**src/rtl/serial_operand_feeder.sv**
```systemverilog
// ============================================================================
// Module      : serial_operand_feeder
// Description : Presents two operands and a carry LSB-first, one bit per
//               BIT_CYCLES clocks, to a bit-serial full-adder FSM.
// Revision    : 1.0 - initial release
// ============================================================================
`default_nettype none

module serial_operand_feeder #(
    parameter int WIDTH      = 8,
    parameter int BIT_CYCLES = 3,
    localparam int c_IDX_W   = $clog2(WIDTH)
) (
    input  logic               CLK,
    input  logic               RST,
    input  logic               in_valid,
    output logic               in_ready,
    input  logic [WIDTH-1:0]   op_a,
    input  logic [WIDTH-1:0]   op_b,
    input  logic               op_cin,
    input  logic               abort,
    input  logic               carry_fb,
    output logic               start,
    output logic               rst,
    output logic               A,
    output logic               B,
    output logic               CIN,
    output logic [c_IDX_W-1:0] bit_idx,
    output logic               busy,
    output logic               done
);

    localparam int c_SLOT_W = (BIT_CYCLES > 1) ? $clog2(BIT_CYCLES) : 1;
    localparam logic [c_SLOT_W-1:0] c_SLOT_LAST = c_SLOT_W'(BIT_CYCLES - 1);
    localparam logic [c_IDX_W-1:0]  c_IDX_LAST  = c_IDX_W'(WIDTH - 1);

    localparam logic [1:0] c_IDLE  = 2'd0;
    localparam logic [1:0] c_START = 2'd1;
    localparam logic [1:0] c_SHIFT = 2'd2;
    localparam logic [1:0] c_DONE  = 2'd3;

    logic [1:0]          r_state;
    logic [1:0]          w_state_nxt;
    logic [WIDTH-1:0]    r_sh_a;
    logic [WIDTH-1:0]    r_sh_b;
    logic                r_cin;
    logic [c_IDX_W-1:0]  r_bit_idx;
    logic [c_SLOT_W-1:0] r_slot;
    logic                r_rst;
    logic                w_last_slot;
    logic                w_last_bit;

    assign w_last_slot = (r_slot == c_SLOT_LAST);
    assign w_last_bit  = (r_bit_idx == c_IDX_LAST);

    always_ff @(posedge CLK or posedge RST) begin
        if (RST) begin
            r_state <= c_IDLE;
        end else begin
            r_state <= w_state_nxt;
        end
    end

    // abort outranks every transition out of an active state
    always_comb begin
        w_state_nxt = r_state;
        case (r_state)
            c_IDLE:  if (in_valid) w_state_nxt = c_START;
            c_START: w_state_nxt = abort ? c_IDLE : c_SHIFT;
            c_SHIFT: begin
                if (abort) begin
                    w_state_nxt = c_IDLE;
                end else if (w_last_slot && w_last_bit) begin
                    w_state_nxt = c_DONE;
                end
            end
            c_DONE:  w_state_nxt = c_IDLE;
            default: w_state_nxt = c_IDLE;
        endcase
    end

    always_ff @(posedge CLK or posedge RST) begin
        if (RST) begin
            r_sh_a    <= '0;
            r_sh_b    <= '0;
            r_cin     <= 1'b0;
            r_bit_idx <= '0;
            r_slot    <= '0;
            r_rst     <= 1'b0;
        end else begin
            r_rst <= abort && (r_state != c_IDLE);
            case (r_state)
                c_IDLE: begin
                    if (in_valid) begin
                        r_sh_a    <= op_a;
                        r_sh_b    <= op_b;
                        r_cin     <= op_cin;
                        r_bit_idx <= '0;
                        r_slot    <= '0;
                    end
                end
                c_START: r_slot <= '0;
                c_SHIFT: begin
                    if (w_last_slot) begin
                        r_slot <= '0;
                        // carry after the top bit has no consumer
                        if (!w_last_bit) begin
                            r_sh_a    <= {1'b0, r_sh_a[WIDTH-1:1]};
                            r_sh_b    <= {1'b0, r_sh_b[WIDTH-1:1]};
                            r_cin     <= carry_fb;
                            r_bit_idx <= r_bit_idx + c_IDX_W'(1);
                        end
                    end else begin
                        r_slot <= r_slot + c_SLOT_W'(1);
                    end
                end
                default: ;
            endcase
        end
    end

    always_comb begin
        in_ready = (r_state == c_IDLE);
        start    = (r_state == c_START);
        busy     = (r_state == c_START) || (r_state == c_SHIFT);
        done     = (r_state == c_DONE);
        rst      = r_rst;
        bit_idx  = r_bit_idx;
        A        = busy & r_sh_a[0];
        B        = busy & r_sh_b[0];
        CIN      = busy & r_cin;
    end

endmodule

`default_nettype wire

```
**config.mk**
```make
export PLATFORM = sky130hd
export DESIGN_NAME = serial_operand_feeder
export DESIGN_NICKNAME = d
export VERILOG_FILES = /design/src/rtl/serial_operand_feeder.sv
export SDC_FILE = /design/constraint.sdc
export NUM_CORES = 1
export LEC_CHECK = 0
export BUFFER_PORTS_ARGS = -buffer_cell sky130_fd_sc_hd__buf_2
export CAP_MARGIN = 20
export CORE_MARGIN = 1
export CORE_UTILIZATION = 55
export CTS_BUF_LIST = sky130_fd_sc_hd__clkbuf_2 sky130_fd_sc_hd__clkbuf_4 sky130_fd_sc_hd__clkbuf_8
export DETAILED_ROUTE_END_ITERATION = 7
export PLACE_DENSITY = 0.81
export SLEW_MARGIN = 10
export SYNTH_ARGS = -nofsm -noshare
export SYNTH_HDL_FRONTEND = slang
export SYNTH_SLANG_ARGS = --single-unit
```
**constraint.sdc**
```tcl
create_clock -name CLK -period 2.7 [get_ports CLK]
set_input_delay 0.405 -clock CLK [delete_from_list [all_inputs] [get_ports CLK]]
set_output_delay 0.405 -clock CLK [all_outputs]
set_load 0.01 [all_outputs]
```
# Word level (Yosys, flattened, before mapping)
# Cells that the tools add are included.
# W data, S select, Z words.
# op_classes
add_sub_neg,2
eq_ne,9
n_mux,24
bitwise,3
reduce_logical,10
# op_table
cell,n
$mux W8,6
$pmux W8 S2,2
$mux W2,6
$mux W3,3
$pmux W2 S4,1
$eq A2 B2 Y1 const B,3
$ne A2 B2 Y1 const B,3
$pmux W2 S3,1
$pmux W3 S2,1
$reduce_and A2 Y1,2
$reduce_and A4 Y1,1
$reduce_bool A2 Y1,2
$add A3 B1 Y3 const B,1
$and A1 B1 Y1,3
$eq A3 B3 Y1 const B,1
$mux W1,3
$ne A3 B3 Y1 const B,1
$reduce_bool A3 Y1,1
$add A2 B1 Y2 const B,1
$eq A2 B1 Y1 const B,1
$logic_and A1 B1 Y1,2
$logic_not A2 Y1,1
$pmux W1 S2,1
$logic_or A1 B1 Y1,1
# word_totals
ff_bits,25
inputBits,22
output_inout_bits,11
word_cells,55

# Depth between registers and ports, before layout
# Gate-level depths: netlist of run 1.
# depth
ltp_word,5
ltp_mapped,7
depth_no_buf,5

# Least setup slack after synthesis of run 1
# Ideal clock, no wire load.
# synth_timing
path_type,reg2reg
from,reg r_bit_idx[0] (netlist: bit_idx[0])
to,reg r_cin
setup_ps,125
arrival_ps,1825
required_time_ps,2575
path_slack_ps,750
path_stages_with_launch,7
path_buffers,1
period_less_slack_ps,1950
cell_sequence,dfrtp_1 > ha_1 > ha_1 > nand4bb_4 > a21oi_4 > buf_12 > mux2_4
# synth_via
elab_chain_cells,3
# synth_rtl
element,line_no,source
from (decl),47,logic [c_IDX_W-1:0] r_bit_idx;
from (signal assigned),111,r_bit_idx <= r_bit_idx + c_IDX_W'(1);
$eq A3 B3 Y1,54,assign w_last_bit = (r_bit_idx == c_IDX_LAST);
$ne A2 B2 Y1 (no source line),-,
$reduce_and A4 Y1 (no source line),-,
to (signal assigned),97,r_cin <= op_cin;
to (signal assigned),110,r_cin <= carry_fb;
to (decl),46,logic r_cin;
# Every way passes these cells.
# A chain may end at the register's enable or synchronous reset.

# Worst setup path after layout of run 1
# layout_timing
from,reg r_state[0]
to,reg r_sh_b[2]
# layout_via
elab_chain_cells,3
elab_cells_between_ends,8
cone_classes,4 x eq/ne; 1 x mux; 3 x reduce/logical
# layout_rtl
element,line_no,source
from (decl),42,logic [1:0] r_state;
from (signal assigned),58,r_state <= c_IDLE;
from (signal assigned),60,r_state <= w_state_nxt;
$eq A2 B2 Y1 or $logic_not A2 Y1 (tied branches),92,case (r_state)
$ne A2 B2 Y1 (no source line) or $reduce_bool A2 Y1 (tied branches),-,
$reduce_and A4 Y1 (no source line),-,
to (signal assigned),96,r_sh_b <= op_b;
to (signal assigned),109,"r_sh_b <= {1'b0, r_sh_b[WIDTH-1:1]};"
to (decl),45,logic [WIDTH-1:0] r_sh_b;
# Several ways; a longest one is shown, not always the timed one.

==> qor.yml, run 1 <==
status: "completed"
min_path_type: "input port to register"
fmax_mhz: 439
worstPathCellList: "inv_1 -> ha_1 -> nand4bb_4 -> a21oi_4 -> mux2_2"
layout_commonest_cell: "buf_2"
grt_pass1_wl_um: 4360
grt_pass1_vias: 955
cts_inserted_buffers: 3
reg2reg_slack_ns: 0.42
regArea_um2: 626
vias_per_cell: 5.39
fill_cells: 200
worstSetupPathType: "register to register"
synth_top_area_cell: "dfrtp_1"
ys_warn_count: 0
min_from: "op_a[7]"
root_buffer: "clkbuf_4"
place.gp.congestion: 0.654
max_slew_margin_pct: 57.9
fin_skew_ns: 0.0104
p_comb_share_pct: 51.2
totalWireLength_um: 2660
drive_above_1_share_pct: 50.0
fin_nets: 178
worstSkewPairLatency_ns: 0.33
syn-mean-instance-area_um2: 12.7
cts_num_sinks: 25
final_hold_viol_count: 0
reg2reg_from: "r_state[0]"
p_int_uw: 1070
crit_path_end_kind: "register"
postRouteAntennaNets: 0
power_switching_uw: 582
synth_top_cell_area_share_pct: 43.5
ys_ff_latch: 25
rows: 18
vias: 960
wire_per_inst_um: 14.9
finalSetupViolCount: 0
final_max_slew_viol_count: 0
dp.final_hpwl_um: 1960
grt_max_degree: 26
numPortBuffers: 32
power_frac_seq_pct: 37.7
synth_nets: 142
powerDensity_nw_per_um2: 991
final_cell_mix: "buf_2, dfrtp_1, mux2_2, mux2_4"
finalPower_uw: 1650
crit_path_end: "r_sh_b[2]"
cts_tree: "built"
final_area_um2: 1670
layout_setup_ws_ns: 0.422
period_share_pct: 84.4
yosysSeqAreaShare_pct: 43.5
crit_start: "r_state[0]"
dieHeight_um: 53.2
fin_crit_ns: 2.28
area_growth_pct: 15.8
antenna_found_initial: 0
maxCapViolations: 0
htreeDepth: 1
critPathMaxFanout: 17
setup_tns_ns: 0
ir_drop_v: 0.000741
max-clock-path-buffers: 2
synth.area.top_cells: "dfrtp_1, mux2_2, mux2_4"
clkPwrFrac_pct: 11.1
multi_input_area_um2: 734
swShare_pct: 35.3
post_dp_cell_area_um2: 1600
track_usage_pct: 22.2
p_leak_uw: 0.000801
die_w_um: 53.2
syn_inst: 113
drt_iter0_drc: 15
grt.overflow.total: 0
tightest_slew_ns: 0.630
final_util_pct: 67.3
post-place-ws_ns: 0.458
diodes: 0
drc: 0
startpoint_type: "register"
rsz0062_at_grt: "false"
cts.clk_slew.worst_paths_ns: 0.14
required_ns: 2.92
worstPathArrival_ns: 2.50
drt_first_pass_iters: 4
netlist_area_um2: 1440
synth.distinct_cells: 27
start_util_pct: 58.1
cpPeakStageDelay_ns: 0.57
dieArea_um2: 2820
slowest_stage: "a21oi_4"
r2r_end: "r_sh_b[2]"
cts_setup_buffers: 0
r2r_cells: 5
coreArea_um2: 2480
io_pins: 33
## final cells by class
class	count	share of cell area, %
Timing Repair Buffer	36	12.8
Multi-Input combinational cell	76	44.1
Inverter	7	1.58
Tap cell	30	2.25
Clock buffer	4	1.80
Sequential cell	25	37.5
## critical path, delay by kind of cell (launching register included)
family / cells / cell delay (ns)
adders and majority gates: 1 / 0.43
AOI/OAI and AO/OA: 1 / 0.57
DFF: 1 / 0.44
buffers and inverters: 1 / 0.12
and+or+nand+nor: 1 / 0.21
muxes: 1 / 0.41
## power groups by stage
stage / Combinational [uW] / Clock, uW / Sequential, uW
2_1_floorplan: 724 / 0 / 600
6_report: 846 / 183 / 622
3_3_place_gp: 812 / 0 / 615
3_5_place_dp: 840 / 0 / 629
5_1_grt: 939 / 203 / 640
4_1_cts: 842 / 188 / 619
## synth_stat cells
master and number:
dfrtp_1 25, mux2_2 22, mux2_4 8, ha_1 7, inv_1 7, nand3_1 7, o21ai_0 5, nor2b_1 4
and2_1 3, nand2_1 3, o211ai_1 3, buf_2 2, buf_6 2, o21ai_2 2, a21oi_1 1, a21oi_4 1
buf_12 1, mux2i_1 1, nand2b_1 1, nand3b_1 1, nand4bb_4 1, nor2_1 1, nor4bb_1 1, o32a_1 1
or2b_1 1, or3_1 1, or4b_4 1
## flip-flops by register name, summed over array words and instances (netlist names)
name	flops
r_sh_b	8
r_sh_a	8
r_slot	2
rst	1
r_cin	1
r_state	2
bit_idx	3
## timing repair
action / 4_1_cts / 5_1_grt
hold buffers: 0 / 1
resized for setup: 0 / 0
hold endpoints to repair: 0 / 3
## kinds of logic after synthesis
kind of cell	after synthesis	synth area share, %
AO/OA/AOI/OAI	13	6.70
buffers and inverters	12	5.48
adder cells (fa/ha/maj)	7	6.09
flip-flops	25	43.5
AND/OR/NAND/NOR	25	12.0
multiplexers	31	26.3
## layer usage
metal  up-vias  global-route usage [%]  share of wire, %
li1        471                       -                 -
met1       466                    27.3                44
met2        19                    38.2                52
met3         4                    3.74               2.8
met4         0                    8.77               1.3
met5         -                       0                 0
## how the worst min path moves through the flow
stage	endpoint	cells after the start
5_1_grt	rst	2
4_1_cts	r_sh_b[5]	2
2_1_floorplan	bit_idx[0]	1
6_report	r_sh_a[7]	3
3_5_place_dp	r_cin	1
3_3_place_gp	r_sh_b[2]	1
## per-stage QoR
step,std cells,hold slack [ns]
after floorplan,113,0.432
after global placement,172,0.485
after detailed placement,172,0.491
after CTS,176,0.291
after global routing,178,0.324
final,178,0.325
No activity file was read; power rests on OpenSTA's default activity.
==> run 2, diff against run 1 <==
ABC_AREA = 1   (was default)
CORE_UTILIZATION = 50   (was 55)
PLACE_DENSITY = 0.78   (was 0.81)
clock period = 2 ns   (was 2.7 ns; I/O delays follow)
==> qor.yml, run 2 <==
area_growth_pct: 16.9
drt_first_pass_iters: 4  # unchanged
maxCapViolations: 0  # unchanged
finalSetupViolCount: 0  # unchanged
synth_compound_area_share_pct: 2.61  # -4.1 points
regArea_um2: 626  # unchanged
drc: 0  # unchanged
critPathMaxFanout: 13  # -4
required_ns: 2.22  # -0.70 ns
power_switching_uw: 1020  # +75%
synth.area.top_cells: "dfrtp_1, nand2_1, nand3_1"
min_path_type: "input port to register"
startpoint_type: "register"
synth.distinct_cells: 14  # -48%
tightest_slew_ns: 0.321  # -0.309 ns
synth_commonest_cells: "nand2_1, dfrtp_1, nand3_1"
worstSkewPairLatency_ns: 0.32  # about the same
place.gp.congestion: 0.844  # +29%
dieHeight_um: 54.8  # +3.0%
vias: 1289  # +34%
rsz0062_at_grt: "false"
postRouteAntennaNets: 0  # unchanged
cts.clk_slew.worst_paths_ns: 0.15  # about the same
synthMuxAreaShare_pct: 0  # -26 points
die_w_um: 54.8  # +3.0%
ys_ff_latch: 25  # unchanged
cts_inserted_buffers: 3  # unchanged
holdWs_ns: 0.199  # -0.127 ns
fmax_mhz: 568  # +29%
worstPathArrival_ns: 1.98  # -0.52 ns
grt_pass1_wl_um: 4930  # +13%
io_pins: 33  # unchanged
clkPwrFrac_pct: 10.4  # -0.7 points
synth-xor-area-share_pct: 0  # unchanged
totalWireLength_um: 2940  # +11%
crit_path_end_kind: "register"
htreeDepth: 1  # unchanged
multi_input_area_um2: 662  # -9.9%
syn-mean-instance-area_um2: 7.14  # -44%
dieArea_um2: 3000  # +6.1%
swShare_pct: 45.6  # +10 points
synth_top_family_by_area: "simple AND/OR/NAND/NOR gates"
grt_pass1_vias: 1153  # +21%
yosysSeqAreaShare_pct: 45.0  # +1.5 points
numPortBuffers: 32  # unchanged
fin_nets: 259  # +46%
p_comb_share_pct: 51.8  # +0.6 points
fin_skew_ns: 0.0125  # +0.00210 ns
vias_per_cell: 4.98  # -7.7%
status: "completed"
min_from: "abort"
dp.final_hpwl_um: 2110  # +7.6%
reg2reg_from: "r_state[0]"
diodes: 0  # unchanged
synth-simple-area-share_pct: 38.7  # +27 points
async_reset_ff_share_pct: 100  # unchanged
synth_nets: 224  # +58%
synth.most_common_cell: "nand2_1"
post-place-ws_ns: 0.249  # -0.209 ns
synth_top_cell_area_share_pct: 45.0  # +1.5 points
max-clock-path-buffers: 2  # unchanged
final_max_slew_viol_count: 0  # unchanged
root_buffer: "clkbuf_4"
ys_warn_count: 0  # unchanged
p_int_uw: 1210  # +14%
layout_commonest_cell: "nand2_1"
grt.overflow.total: 0  # unchanged
cts_resized: 0  # unchanged
crit_start: "r_state[0]"
powerDensity_nw_per_um2: 1370  # +38%
synth_top_area_cell: "dfrtp_1"
fin_crit_ns: 1.76  # -0.517 ns
track_usage_pct: 23.7  # +1.6 points
power_frac_seq_pct: 37.8  # about the same
synth_edf_count: 0  # unchanged
antenna_found_initial: 0  # unchanged
syn_inst: 195  # +73%
layout_setup_ws_ns: 0.239  # -0.183 ns
final_cell_mix: "nand2_1, buf_2, dfrtp_1, nand3_1, inv_1"
rows: 18  # unchanged
ir_drop_v: 0.000953  # +29%
drt_iter0_drc: 34  # +19
wire_per_inst_um: 11.3  # -24%
cts_setup_buffers: 0  # unchanged
yosys.area_share.adder_pct: 6.29  # +0.21 points
grt_max_degree: 26  # unchanged
worstSetupPathType: "register to register"
cts_num_sinks: 25  # unchanged
drive_above_1_share_pct: 19.2  # -31 points
max_slew_margin_pct: 78.6  # +21 points
fill_cells: 244  # +22%
synth_ff_type: "dfrtp_1"
final_hold_viol_count: 0  # unchanged
period_share_pct: 88.0  # +3.7 points
start_util_pct: 54.7  # -3.4 points
netlist_area_um2: 1390  # -3.3%
p_leak_uw: 0.000999  # +25%
coreArea_um2: 2540  # +2.7%
cts_tree: "built"
setup_tns_ns: 0  # unchanged
[run 2: cell types whose count changed in the layout (fill, tap and decap cells not counted), moves of 4 or more]
cell | before | now
buf_4 | 2 | 6
inv_1 | 7 | 14
mux2_2 | 22 | 0
mux2_4 | 8 | 0
nand2_1 | 3 | 102
nand3_1 | 7 | 23
nor2_1 | 1 | 6
nor2b_1 | 4 | 0
[run 2: final timing paths]
kind,to,slack [ns],cells after the start
max,r_sh_a[1],0.24,8
min,rst,0.20,3
max reg2reg,r_sh_a[1],0.24,8
min reg2reg,r_sh_b[6],0.49,2
max in group asynchronous,r_sh_a[2],1.20,4
min in group asynchronous,r_slot[0],0.55,4
[run 2: stage by stage]
stage	utilization [%]	cell area [um^2]	power (uW)	instances
6_report	63.9	1630	2230	259
3_5_place_dp	62.3	1590	2010	254
3_3_place_gp	62.3	1590	1980	254
2_1_floorplan	-	1390	1690	195
5_1_grt	63.9	1630	2480	259
4_1_cts	63.9	1630	2250	259
[run 2: timing repair]
item	CTS	global route
endpoints found under the setup margin	0	0
hold buffers	1	0
endpoints found under the hold margin	15	0
[run 2: cell type report]
cell class	count	share of cell area [%]
clock buffers	3	1.38
clock inverters	1	0.462
repair buffers	39	13.2
flip-flops and latches	25	38.5
well taps	30	2.31
inverters	15	3.46
multi-input cells	146	40.7
[run 2: logic make-up (layout without fill, tap and decap cells)]
logic type,after synthesis,count (layout)
AO/OA/AOI/OAI,5,5
AND/OR/NAND/NOR,134,134
flip-flops,25,25
adder cells (fa/ha/maj),7,7
buffers and inverters,24,58
[run 2: power by group through the flow]
| stage | Combinational (uW) | Sequential, uW | Clock (uW) |
|---|---|---|---|
| after floorplan | 860 | 826 | 0 |
| after global placement | 1130 | 847 | 0 |
| after detailed placement | 1170 | 845 | 0 |
| after CTS | 1170 | 839 | 241 |
| after global routing | 1340 | 870 | 268 |
| final | 1160 | 843 | 231 |
[run 2: worst max-delay path: stages (launching register included)]
cell     delay, ns
dfrtp_1       0.43
inv_1         0.12
ha_1          0.36
nand2_1       0.15
o21ai_4       0.08
nand2_1       0.18
buf_4         0.24
nand2_1       0.07
nand2_1       0.04
[run 2: layer usage]
metal  up-vias  share of wire (%)  track usage [%]
li1        668                  -                -
met1       572                 47             30.7
met2        47                 45             37.6
met3         2                7.7             6.94
met4         0               0.58             8.12
met5         -                  0                0
==> run 3, diff against run 2 <==
CORE_UTILIZATION = 55   (was 50)
PLACE_DENSITY = 0.82   (was 0.78)
clock period = 2.3 ns   (was 2 ns; I/O delays follow)
==> qor.yml, run 3 (same netlist as run 2, synthesis figures left out) <==
htreeDepth: 1  # unchanged
p_leak_uw: 0.000990  # -0.91%
track_usage_pct: 26.1  # +2.4 points
dp.final_hpwl_um: 2180  # +3.4%
fill_cells: 194  # -20%
ir_drop_v: 0.000861  # -9.6%
fmax_mhz: 492  # -13%
vias: 1302  # +1.0%
drc: 0  # unchanged
reg2reg_slack_ns: 0.27  # +0.03 ns
diodes: 0  # unchanged
powerDensity_nw_per_um2: 1220  # -11%
antenna_found_initial: 0  # unchanged
multi_input_area_um2: 664  # +0.38%
drive_above_1_share_pct: 19.0  # -0.19 points
worstSkewPairLatency_ns: 0.32  # about the same
fin_skew_ns: 0.00279  # -0.00970 ns
maxCapViolations: 0  # unchanged
max_slew_margin_pct: 65.5  # -13 points
drt_first_pass_iters: 5  # +1
period_share_pct: 88.3  # +0.30 points
die_w_um: 52.3  # -4.5%
critPathMaxFanout: 20  # +7
reg2reg_from: "r_state[0]"
r2r_cells: 6  # -2
root_buffer: "clkbuf_4"
final_area_um2: 1600  # -1.5%
holdBufCountCts: 0  # -1
final_cell_mix: "nand2_1, buf_2, dfrtp_1, nand3_1, inv_1"
cts.clk_slew.worst_paths_ns: 0.14  # about the same
dieArea_um2: 2730  # -8.8%
cts_inserted_buffers: 3  # unchanged
grt_pass1_vias: 1199  # +4.0%
post_dp_cell_area_um2: 1570  # -1.1%
rsz0062_at_grt: "false"
max-clock-path-buffers: 2  # unchanged
postRouteAntennaNets: 0  # unchanged
coreArea_um2: 2300  # -9.7%
layout_commonest_cell: "nand2_1"
min_path_type: "input port to asynchronous set/reset pin"
startpoint_type: "register"
area_growth_pct: 15.1
io_pins: 33  # unchanged
grt.overflow.total: 0  # unchanged
status: "completed"
cts_setup_buffers: 0  # unchanged
cts_tree: "built"
final_hold_viol_count: 0  # unchanged
grt_util_met2_pct: 42.6  # +5.1 points
worstPathArrival_ns: 2.26  # +0.28 ns
setup_tns_ns: 0  # unchanged
final_max_slew_viol_count: 0  # unchanged
fin_nets: 256  # -1.2%
grt_pass1_wl_um: 5190  # +5.2%
cts_resized: 0  # unchanged
worstSetupPathType: "register to register"
fin_crit_ns: 2.03  # +0.271 ns
grt_max_degree: 26  # unchanged
regArea_um2: 626  # unchanged
cts_num_sinks: 25  # unchanged
grt_util_met1_pct: 35.0  # +4.3 points
r2r_end: "r_sh_a[1]"
required_ns: 2.52  # +0.30 ns
dieHeight_um: 52.3  # -4.5%
tightest_slew_ns: 0.516  # +0.194 ns
holdWs_ns: 0.0362  # -0.162 ns
start_util_pct: 60.6  # +5.9 points
place.gp.congestion: 0.898  # +6.4%
drt_iter0_drc: 24  # -29%
met3_usage_pct: 2.90  # -4.0 points
numPortBuffers: 32  # unchanged
crit_path_end_kind: "register"
finalSetupViolCount: 0  # unchanged
rows: 17  # -1
wire_per_inst_um: 12.2  # +8.0%
vias_per_cell: 5.13  # +3.0%
totalWireLength_um: 3110  # +5.9%
grt_busiest_layer: "met2"
-- run 3: routing by layer --
metal | up-vias | wire length [um]
li1 | 661 | -
met1 | 599 | 1430
met2 | 36 | 1500
met3 | 6 | 139
met4 | 0 | 41
met5 | - | 0
-- run 3: worst max-delay path, cell delays in order (launching register included) --
cell and delay [ns]:
dfrtp_1 0.43, inv_1 0.10, ha_1 0.32, o21ai_4 0.49
nand2_2 0.36, nand2_1 0.16, nand2_1 0.06
-- run 3: how the worst max path moves through the flow --
| stage | endpoint | cells after the start | slack, ns | from |
|---|---|---|---|---|
| finish | r_sh_a[1] | 6 | 0.27 | r_state[0] |
| global route | r_sh_a[0] | 6 | 0.08 | r_state[0] |
| CTS | r_sh_a[1] | 6 | 0.07 | r_state[0] |
| detailed placement | r_sh_b[6] | 6 | 0.11 | r_state[0] |
| global placement | r_sh_b[7] | 6 | 0.23 | r_state[0] |
| floorplan | bit_idx[0] | 9 | 0.74 | r_state[0] |
-- run 3: final cells by class --
cell class                 instances  area share, %
multi-input combinational        146           41.5
sequential                        25           39.1
timing repair buffer              36           11.9
inverter                          15           3.52
tap                               28           2.19
clock buffer                       4           1.87
-- run 3: per-stage QoR --
stage | total power [uW] | util, % | setup WS [ns] | cells
detailed placement | 1730 | 68.3 | 0.108 | 250
floorplan | 1470 | - | 0.737 | 195
global route | 2130 | 69.7 | 0.0801 | 254
global placement | 1680 | 68.3 | 0.225 | 250
finish | 1950 | 69.7 | 0.268 | 254
CTS | 1940 | 69.6 | 0.0728 | 254
-- run 3: report_power, final --
part           internal [uW]  leakage (uW)  switching (uW)
combinational            341      0.000653             661
clock                   79.7     0.0000184             136
sequential               624      0.000318             109
total                   1040      0.000990             906
